<file path="src/rtl/rr_mux_arb_if.sv">
// Handshake bundle for rr_mux_arb: N valid/ready input channels and one registered output.
// RR_MUX_ARB_STATS_EN adds the xfer_cnt / last_grant_rr statistics signals.
interface rr_mux_arb_if #(
    parameter int W = 64,
    parameter int N = 8
);
    localparam int SW = $clog2(N);

    logic           mode;
    logic [SW-1:0]  sel;
    logic [N-1:0]   in_valid;
    logic [N*W-1:0] in_data;
    logic [N-1:0]   in_ready;
    logic           out_valid;
    logic           out_ready;
    logic [W-1:0]   out_data;
    logic [SW-1:0]  out_ch;
`ifdef RR_MUX_ARB_STATS_EN
    logic [15:0]    xfer_cnt;
    logic           last_grant_rr;

    modport slave (
        input  mode, sel, in_valid, in_data, out_ready,
        output in_ready, out_valid, out_data, out_ch, xfer_cnt, last_grant_rr
    );
    modport master (
        output mode, sel, in_valid, in_data, out_ready,
        input  in_ready, out_valid, out_data, out_ch, xfer_cnt, last_grant_rr
    );
`else
    modport slave (
        input  mode, sel, in_valid, in_data, out_ready,
        output in_ready, out_valid, out_data, out_ch
    );
    modport master (
        output mode, sel, in_valid, in_data, out_ready,
        input  in_ready, out_valid, out_data, out_ch
    );
`endif
endinterface

</file>
<file path="src/rtl/rr_mux_arb.sv">
// N-channel valid/ready merger with fixed-select or round-robin grant and one registered output stage.
// Optional statistics (xfer_cnt, last_grant_rr) are enabled by defining RR_MUX_ARB_STATS_EN.
module rr_mux_arb #(
    parameter int W = 64,
    parameter int N = 8
) (
    input  logic         clk,
    input  logic         rst_b,
    rr_mux_arb_if.slave  bus
);
    localparam int SW = $clog2(N);

    logic [SW-1:0] ptr;
    logic          load_en;
    logic [N-1:0]  grant;
    logic          gnt_any;
    logic [SW-1:0] gnt_idx;
    logic [W-1:0]  gnt_data;
    logic          xfer;

    assign load_en = !bus.out_valid || bus.out_ready;

    // Round-robin search is split into two ascending passes (above ptr, then up to ptr)
    // so every index is a loop constant and no modulo arithmetic is needed.
    always_comb begin
        grant   = '0;
        gnt_any = 1'b0;
        gnt_idx = '0;
        if (!bus.mode) begin
            for (int unsigned i = 0; i < N; i++) begin
                if (bus.sel == SW'(i) && bus.in_valid[i]) begin
                    grant[i] = 1'b1;
                    gnt_any  = 1'b1;
                    gnt_idx  = SW'(i);
                end
            end
        end else begin
            for (int unsigned i = 0; i < N; i++) begin
                if (!gnt_any && i > 32'(ptr) && bus.in_valid[i]) begin
                    grant[i] = 1'b1;
                    gnt_any  = 1'b1;
                    gnt_idx  = SW'(i);
                end
            end
            for (int unsigned i = 0; i < N; i++) begin
                if (!gnt_any && i <= 32'(ptr) && bus.in_valid[i]) begin
                    grant[i] = 1'b1;
                    gnt_any  = 1'b1;
                    gnt_idx  = SW'(i);
                end
            end
        end
    end

    always_comb begin
        gnt_data = '0;
        for (int unsigned i = 0; i < N; i++) begin
            if (grant[i]) gnt_data = bus.in_data[i*W +: W];
        end
    end

    assign bus.in_ready = load_en ? grant : '0;
    assign xfer         = load_en && gnt_any;

    always_ff @(posedge clk or negedge rst_b) begin
        if (!rst_b) begin
            bus.out_valid <= 1'b0;
            bus.out_data  <= '0;
            bus.out_ch    <= '0;
            ptr           <= SW'(N-1);
        end else if (load_en) begin
            if (xfer) begin
                bus.out_valid <= 1'b1;
                bus.out_data  <= gnt_data;
                bus.out_ch    <= gnt_idx;
                if (bus.mode) ptr <= gnt_idx;
            end else begin
                bus.out_valid <= 1'b0;
            end
        end
    end

`ifdef RR_MUX_ARB_STATS_EN
    always_ff @(posedge clk or negedge rst_b) begin
        if (!rst_b) begin
            bus.xfer_cnt      <= '0;
            bus.last_grant_rr <= 1'b0;
        end else if (xfer) begin
            bus.xfer_cnt      <= bus.xfer_cnt + 16'd1;
            bus.last_grant_rr <= bus.mode;
        end
    end
`endif

endmodule
</file>
<file path="src/flat_wrapper.sv">
// flat-port wrapper written by rule: the top's interface ports become plain ports
module rr_mux_arb_flat 
#(
    parameter int W = 64,
    parameter int N = 8
)
  (clk, rst_b, bus_mode, bus_sel, bus_in_valid, bus_in_data, bus_out_ready, bus_in_ready, bus_out_valid, bus_out_data, bus_out_ch);
  rr_mux_arb_if #(.W(W), .N(N)) bus_i ();
  input  logic clk;
  input  logic rst_b;
  input wire logic [$bits(bus_i.mode)-1:0] bus_mode;
  input wire logic [$bits(bus_i.sel)-1:0] bus_sel;
  input wire logic [$bits(bus_i.in_valid)-1:0] bus_in_valid;
  input wire logic [$bits(bus_i.in_data)-1:0] bus_in_data;
  input wire logic [$bits(bus_i.out_ready)-1:0] bus_out_ready;
  output wire logic [$bits(bus_i.in_ready)-1:0] bus_in_ready;
  output wire logic [$bits(bus_i.out_valid)-1:0] bus_out_valid;
  output wire logic [$bits(bus_i.out_data)-1:0] bus_out_data;
  output wire logic [$bits(bus_i.out_ch)-1:0] bus_out_ch;
  assign bus_i.mode = bus_mode;
  assign bus_i.sel = bus_sel;
  assign bus_i.in_valid = bus_in_valid;
  assign bus_i.in_data = bus_in_data;
  assign bus_i.out_ready = bus_out_ready;
  assign bus_in_ready = bus_i.in_ready;
  assign bus_out_valid = bus_i.out_valid;
  assign bus_out_data = bus_i.out_data;
  assign bus_out_ch = bus_i.out_ch;
  rr_mux_arb #(.W(W), .N(N)) u_core (.clk(clk), .rst_b(rst_b), .bus(bus_i));
endmodule
</file>
<file path="config.mk">
export PLATFORM = sky130hd
export DESIGN_NAME = rr_mux_arb_flat
export DESIGN_NICKNAME = d
export VERILOG_FILES = /design/src/rtl/rr_mux_arb_if.sv /design/src/rtl/rr_mux_arb.sv /design/src/flat_wrapper.sv
export SDC_FILE = /design/constraint.sdc
export NUM_CORES = 1
export LEC_CHECK = 0
export BUFFER_PORTS_ARGS = -buffer_cell sky130_fd_sc_hd__buf_2
export CORE_AREA = 2 2 233 235
export DETAILED_ROUTE_END_ITERATION = 16
export DIE_AREA = 0 0 235 237
export SLEW_MARGIN = 5
export SYNTH_ARGS = -nofsm -noshare
export SYNTH_HDL_FRONTEND = slang
export SYNTH_SLANG_ARGS = --single-unit
export TNS_END_PERCENT = 50
</file>
<file path="constraint.sdc">
create_clock -name clk -period 2.55 [get_ports clk]
set_input_delay 0.51 -clock clk [delete_from_list [all_inputs] [get_ports clk]]
set_output_delay 0.51 -clock clk [all_outputs]
set_load 0.01 [all_outputs]
</file>
### Yosys cells after proc, flatten, opt, wreduce, memory -nomap -nowiden

Cells that the tools add are included.

* input port bits: 527
* output and inout bits: 76
* word-level logic and storage cells: 174
* flip-flop bits (word level): 71

* muxes and demuxes: 93
* reductions and logical operators: 56
* order comparisons: 14
* eq/ne operators: 7

Operators by type and width (count)
* $mux W64: 8
* $mux W1: 62
* $mux W3: 17
* $logic_and A1 B1 Y1: 37
* $mux W8: 2
* $logic_not A1 Y1: 15
* $eq A3 B3 Y1 const B: 4
* $gt A3 B3 Y1 const A: 4
* $le A3 B3 Y1 const A: 4
* $mux W2: 4
* $eq A3 B2 Y1 const B: 2
* $gt A2 B3 Y1 const A: 2
* $le A2 B3 Y1 const A: 2
* $eq A3 B1 Y1 const B: 1
* $gt A1 B3 Y1 const A: 1
* $le A1 B3 Y1 const A: 1
* $logic_not A3 Y1: 1
* $reduce_and A3 Y1: 1
* $reduce_and A2 Y1: 1
* $logic_or A1 B1 Y1: 1

### Logic depth before layout (Yosys ltp)

* word-level depth: 81
* mapped depth: 10
* depth with buffers taken out: 7

### Worst setup path after synthesis

Ideal clock, no wire load.

* path kind: reg-to-output
* from: register u_core.ptr[1]
* to: output port bus_in_ready[7]
* setup slack: -195 ps
* cell stages (with the launch flop): 9
* buffers on the path: 2
* data required time: 2040 ps
* arrival time: 2235 ps
* cell sequence: dfstp_2 > buf_4 > nand2_2 > a221o_1 > nor3_1 > a22o_1 > a21oi_1 > clkbuf_1 > nor2_1

* cells in the longest elaborated chain, start to end: 74
* elaborated cells on any way between the ends: 88
* those cells by class: order compare (14); mux (32); reduce/logical (42)

RTL lines
* start, declared: line rr_mux_arb.sv:13 `logic [SW-1:0] ptr;`
* start signal, assigned: line rr_mux_arb.sv:70 `ptr <= SW'(N-1);`
* start signal, assigned: line rr_mux_arb.sv:76 `if (bus.mode) ptr <= gnt_idx;`
* $gt A1 B3 Y1: line rr_mux_arb.sv:39 `if (!gnt_any && i > 32'(ptr) && bus.in_valid[i]) begin`
* $logic_and A1 B1 Y1: line rr_mux_arb.sv:39
* $mux W1: line rr_mux_arb.sv:39
* $mux W1: line rr_mux_arb.sv:29 `if (!bus.mode) begin`
* $logic_not A1 Y1: line rr_mux_arb.sv:39
* $logic_and A1 B1 Y1 (2 in a row): line rr_mux_arb.sv:39
* $mux W1: line rr_mux_arb.sv:39
* $mux W1: line rr_mux_arb.sv:29
* [... 55 more ...]
* $logic_and A1 B1 Y1 (2 in a row): line rr_mux_arb.sv:46 `if (!gnt_any && i <= 32'(ptr) && bus.in_valid[i]) begin`
* $mux W1: line rr_mux_arb.sv:46
* $mux W1: line rr_mux_arb.sv:29
* $logic_not A1 Y1: line rr_mux_arb.sv:46
* $logic_and A1 B1 Y1 (2 in a row): line rr_mux_arb.sv:46
* $mux W1 *: line rr_mux_arb.sv:46
* $mux W8 *: line rr_mux_arb.sv:29
* $mux W8 *: line rr_mux_arb.sv:62 `assign bus.in_ready = load_en ? grant : '0;`
* end, declared: line flat_wrapper.sv:16 `output wire logic [$bits(bus_i.in_ready)-1:0] bus_in_ready;`

Every way passes the cells marked *; elsewhere a longest branch is shown, timed or not. The select of a mux whose other input is x is not followed.

### Worst setup path in the final report

* from: register u_core.ptr[2]
* to: output port bus_in_ready[5]

* cells in the longest elaborated chain, start to end: 64
* elaborated cells on any way between the ends: 76
* those cells by class: order compare (12); mux (28); reduce/logical (36)

RTL lines (line)
* $gt A1 B3 Y1: rr_mux_arb.sv:39
* $logic_and A1 B1 Y1: rr_mux_arb.sv:39
* $mux W1: rr_mux_arb.sv:39
* $mux W1: rr_mux_arb.sv:29
* $logic_not A1 Y1: rr_mux_arb.sv:39
* $logic_and A1 B1 Y1 (2 in a row): rr_mux_arb.sv:39
* $mux W1: rr_mux_arb.sv:39
* $mux W1: rr_mux_arb.sv:29
* [... 45 more ...]
* $logic_and A1 B1 Y1 (2 in a row): rr_mux_arb.sv:46
* $mux W1: rr_mux_arb.sv:46
* $mux W1: rr_mux_arb.sv:29
* $logic_not A1 Y1: rr_mux_arb.sv:46
* $logic_and A1 B1 Y1 (2 in a row): rr_mux_arb.sv:46
* $mux W1 *: rr_mux_arb.sv:46
* $mux W8 *: rr_mux_arb.sv:29
* $mux W8 *: rr_mux_arb.sv:62

Marks and branches as above.

==> metrics.md <==
| Metric | Value |
|---|---|
| Routability Congestion | `0.912` |
| MaxCap Viol Count | `0` |
| Initial antenna violation count | `1` |
| Routing usage on met1 | `23.7%` |
| Status | `finished with violations` |
| Crit path DAT | `2.39 ns` |
| Post-route clock skew | `0.0107 ns` |
| Maximum vdd drop | `0.345 mV` |
| CTS tree | `built` |
| Worst hold path depth | `3` |
| H-tree levels | `3` |
| R2R depth | `14` |
| Final nets | `2433` |
| Die area | `55700 um^2` |
| CP cell instances | `nand3_2, a221o_1, a21o_1, o211ai_1, nand3_4, buf_12, nor2_4, buf_6` |
| Failing checks | `setup timing` |
| Leak Pwr | `0.00674 uW` |
| GR peak layer | `met2` |
| CTS buffer count | `9` |
| R2r setup slk | `-0.30 ns` |
| # setup viols final | `74` |
| Gate Count Post-Synth | `1255` |
| Hold path start | `bus_in_data[448]` |
| Top Family by Delay on Critical Path | `compound AO/OA/AOI/OAI gates` |
| Global-route wire length before repair | `85400 um` |
| Worst hold endpoint | `u_core.bus.out_data[0]` |
| Place WS | `-0.326 ns` |
| Post-synthesis async set-or-reset flop share | `100%` |
| Core Footprint | `53300 um^2` |
| Vias | `14152` |
| Layout cell share with drive strength beyond 1 | `48.0%` |
| Post-synth EDFFs | `0` |
| Worst path max stage delay | `0.60 ns` |
| Largest net degree at the start of global routing | `67` |
| Worst-margin pin slew | `0.629 ns` |
| ANT nets after route | `0` |
| Pwr dens | `611 nW/um^2` |
| Crit path launch type | `flop` |
| Crit. End Element | `output port` |
| Skew-Pair Late Insertion Delay | `0.39 ns` |
| Vias in the first global route | `13954` |
| Slowest stage cell, crit path | `dfstp_2` |
| Routed wire per std cell | `22.6 um` |
| Met3 usage | `5.00%` |
| Die X | `235 um` |
| Final period utilization | `114%` |
| Met2 Use GR | `32.6%` |
| Area Growth Syn to Fin | `72.3%` |
| R2r startpoint | `u_core.ptr[2]` |
| Routed wire length | `59000 um` |
| GRT Util Overall | `20.1%` |
| Clk sinks | `71` |
| Start-to-end type of the worst setup path | `flop to output port` |
| Reg2Reg Capture Point | `u_core.bus.out_data[11]` |
| Root Driver | `clkbuf_16` |
| CP Buf/Inv Count | `2` |
| DRC errors left | `0` |
| Setup repair after global routing missed its margin | `yes` |
| Relative slew slack | `58.0%` |
| CP Max Fanout | `5` |
| Final setup TNS | `-16.32 ns` |
| Port bufs | `602` |
| DRT Pass-1 Iters | `7` |
| WP data required | `2.04 ns` |
| Num ports | `603` |
| Iter 0 DRT Violations | `1020` |
| Seq/Total Area, Yosys | `19.8%` |
| Tmin final | `2.90 ns` |
| Total power | `9470 uW` |
| Syn avg cell area | `7.17 um^2` |
| Clock transition at the registers of the reported paths | `0.07 ns` |
| Die Height | `237 um` |
| Mapped Nets | `1782` |
| Worst hold-check path type | `input port to flop` |
| Via density | `5.43` |
| Clock buffer depth | `2` |
| Post-DP HPWL | `43800 um` |
| Post-synth cell types | `58` |
| Fmax | `344 MHz` |
| Yosys Warn Count | `0` |
| Grt ovf | `0` |
| Final WS setup | `-0.354 ns` |
| Starting density of the core | `16.9%` |
| Num rows | `85` |
| Max-slew violations | `0` |
| Seq cells post-synth | `71` |
| Final hold viol count | `0` |
| Ys flop type | `dfrtp_1` |
| Mapped cell area | `9000 um^2` |
worst max-delay path by stage:
stage               startpoint                 endpoint  slack [ns]  cells after the start
5_1_grt          u_core.ptr[2]          bus_in_ready[5]       -0.47                      8
2_1_floorplan  bus_in_valid[4]          bus_in_ready[7]       -0.01                      8
3_5_place_dp   bus_in_valid[4]  u_core.bus.out_data[19]       -0.33                     11
4_1_cts          u_core.ptr[2]          bus_in_ready[5]       -0.42                      8
3_3_place_gp   bus_in_valid[4]  u_core.bus.out_data[19]       -0.34                     11
6_report         u_core.ptr[2]          bus_in_ready[5]       -0.35                      8
registers in the layout, summed over array words and instances (netlist names):
register              flops
u_core.bus.out_ch         3
u_core.bus.out_valid      1
u_core.bus.out_data      64
u_core.ptr                3
synthesized netlist by cell type, types with 8 or more instances:
library cell / number / area, um^2
a21oi_1: 141 / 706
a32o_1: 65 / 651
and2b_1: 8 / 60.1
and4b_1: 64 / 641
buf_1: 15 / 56.3
buf_2: 29 / 145
clkbuf_1: 99 / 372
dfrtp_1: 68 / 1700
inv_1: 67 / 251
nand2_1: 142 / 533
nand3_1: 132 / 661
nor2_1: 15 / 56.3
nor2b_1: 62 / 388
nor3_1: 10 / 50.1
o2111ai_1: 64 / 561
o21ai_0: 49 / 245
o21ai_1: 22 / 110
o221ai_1: 128 / 1120
cells in the final DEF, fill, tap and decap left out, types with 3 or more instances in the layout:
master and n:
o21ai_1 23, a22oi_1 3, buf_12 48, o21a_1 3, nor3_1 8, a32o_1 64
inv_1 67, dfstp_2 3, buf_8 3, a21oi_1 137, and2b_1 8, buf_4 116
o221ai_2 46, nand3_1 127, nor2_1 13, nand2_1 142, and4b_2 3, nand3_2 4
nand4_1 3, o221ai_1 82, o21ai_0 46, buf_16 6, a21o_1 3, buf_2 599
o2111ai_2 17, or2_2 3, dfrtp_1 68, clkbuf_16 9, nor2b_1 61, o2111ai_1 47
buf_6 18, and4b_1 61
per-layer routing:
| layer | wire (um) | share of wire, % | vias up |
|---|---|---|---|
| li1 | - | - | 6271 |
| met1 | 22100 | 38 | 6628 |
| met2 | 27100 | 46 | 1029 |
| met3 | 6110 | 10 | 222 |
| met4 | 3640 | 6.2 | 2 |
| met5 | 13 | 0.022 | - |
where the power goes:
part / total, uW / switching, uW / leakage, uW / internal (uW)
logic: 6000 / 3190 / 0.00570 / 2810
registers: 1940 / 317 / 0.000877 / 1620
clock network: 1540 / 625 / 0.000160 / 912
stage by stage:
step / hold WS, ns / utilization [%] / cells / instance area, um^2
global placement: 0.383 / 26.5 / 2560 / 14100
detailed placement: 0.384 / 26.5 / 2560 / 14100
global route: 0.447 / 29.1 / 2607 / 15500
finish: 0.456 / 29.1 / 2608 / 15500
floorplan: 0.214 / - / 1255 / 9140
CTS: 0.415 / 28.4 / 2605 / 15100
final cells by class:
cell class / instances / area, um^2
Inverter: 67 / 251
Antenna cell: 1 / 2.50
Multi-Input combinational cell: 964 / 6960
Clock buffer: 13 / 260
Clock inverter: 3 / 65.1
Timing Repair Buffer: 793 / 5320
Sequential cell: 71 / 1780
Fill cell: 5773 / 37800
Tap cell: 696 / 871
cells by family after synthesis:
group	synth area share [%]
AO/OA/AOI/OAI	41.1
AND/OR/NAND/NOR	28.3
buffers and inverters	9.95
flip-flops	19.8
multiplexers	0.862
worst min-delay path, delay by kind of cell:
kind	cells	cell delay, ns
buffers and inverters	1	0.09
AO/OA/AOI/OAI	2	0.21
what timing repair did:
action                                 CTS  global route
cloned                                   8             0
endpoints found under the hold margin    9             0
hold buffers                             1             0
resized for setup                       59            65
setup endpoints to repair               72            74
pin swaps                               18             8
buffers inserted                        20             2
No activity file was read; power rests on OpenSTA's default activity.
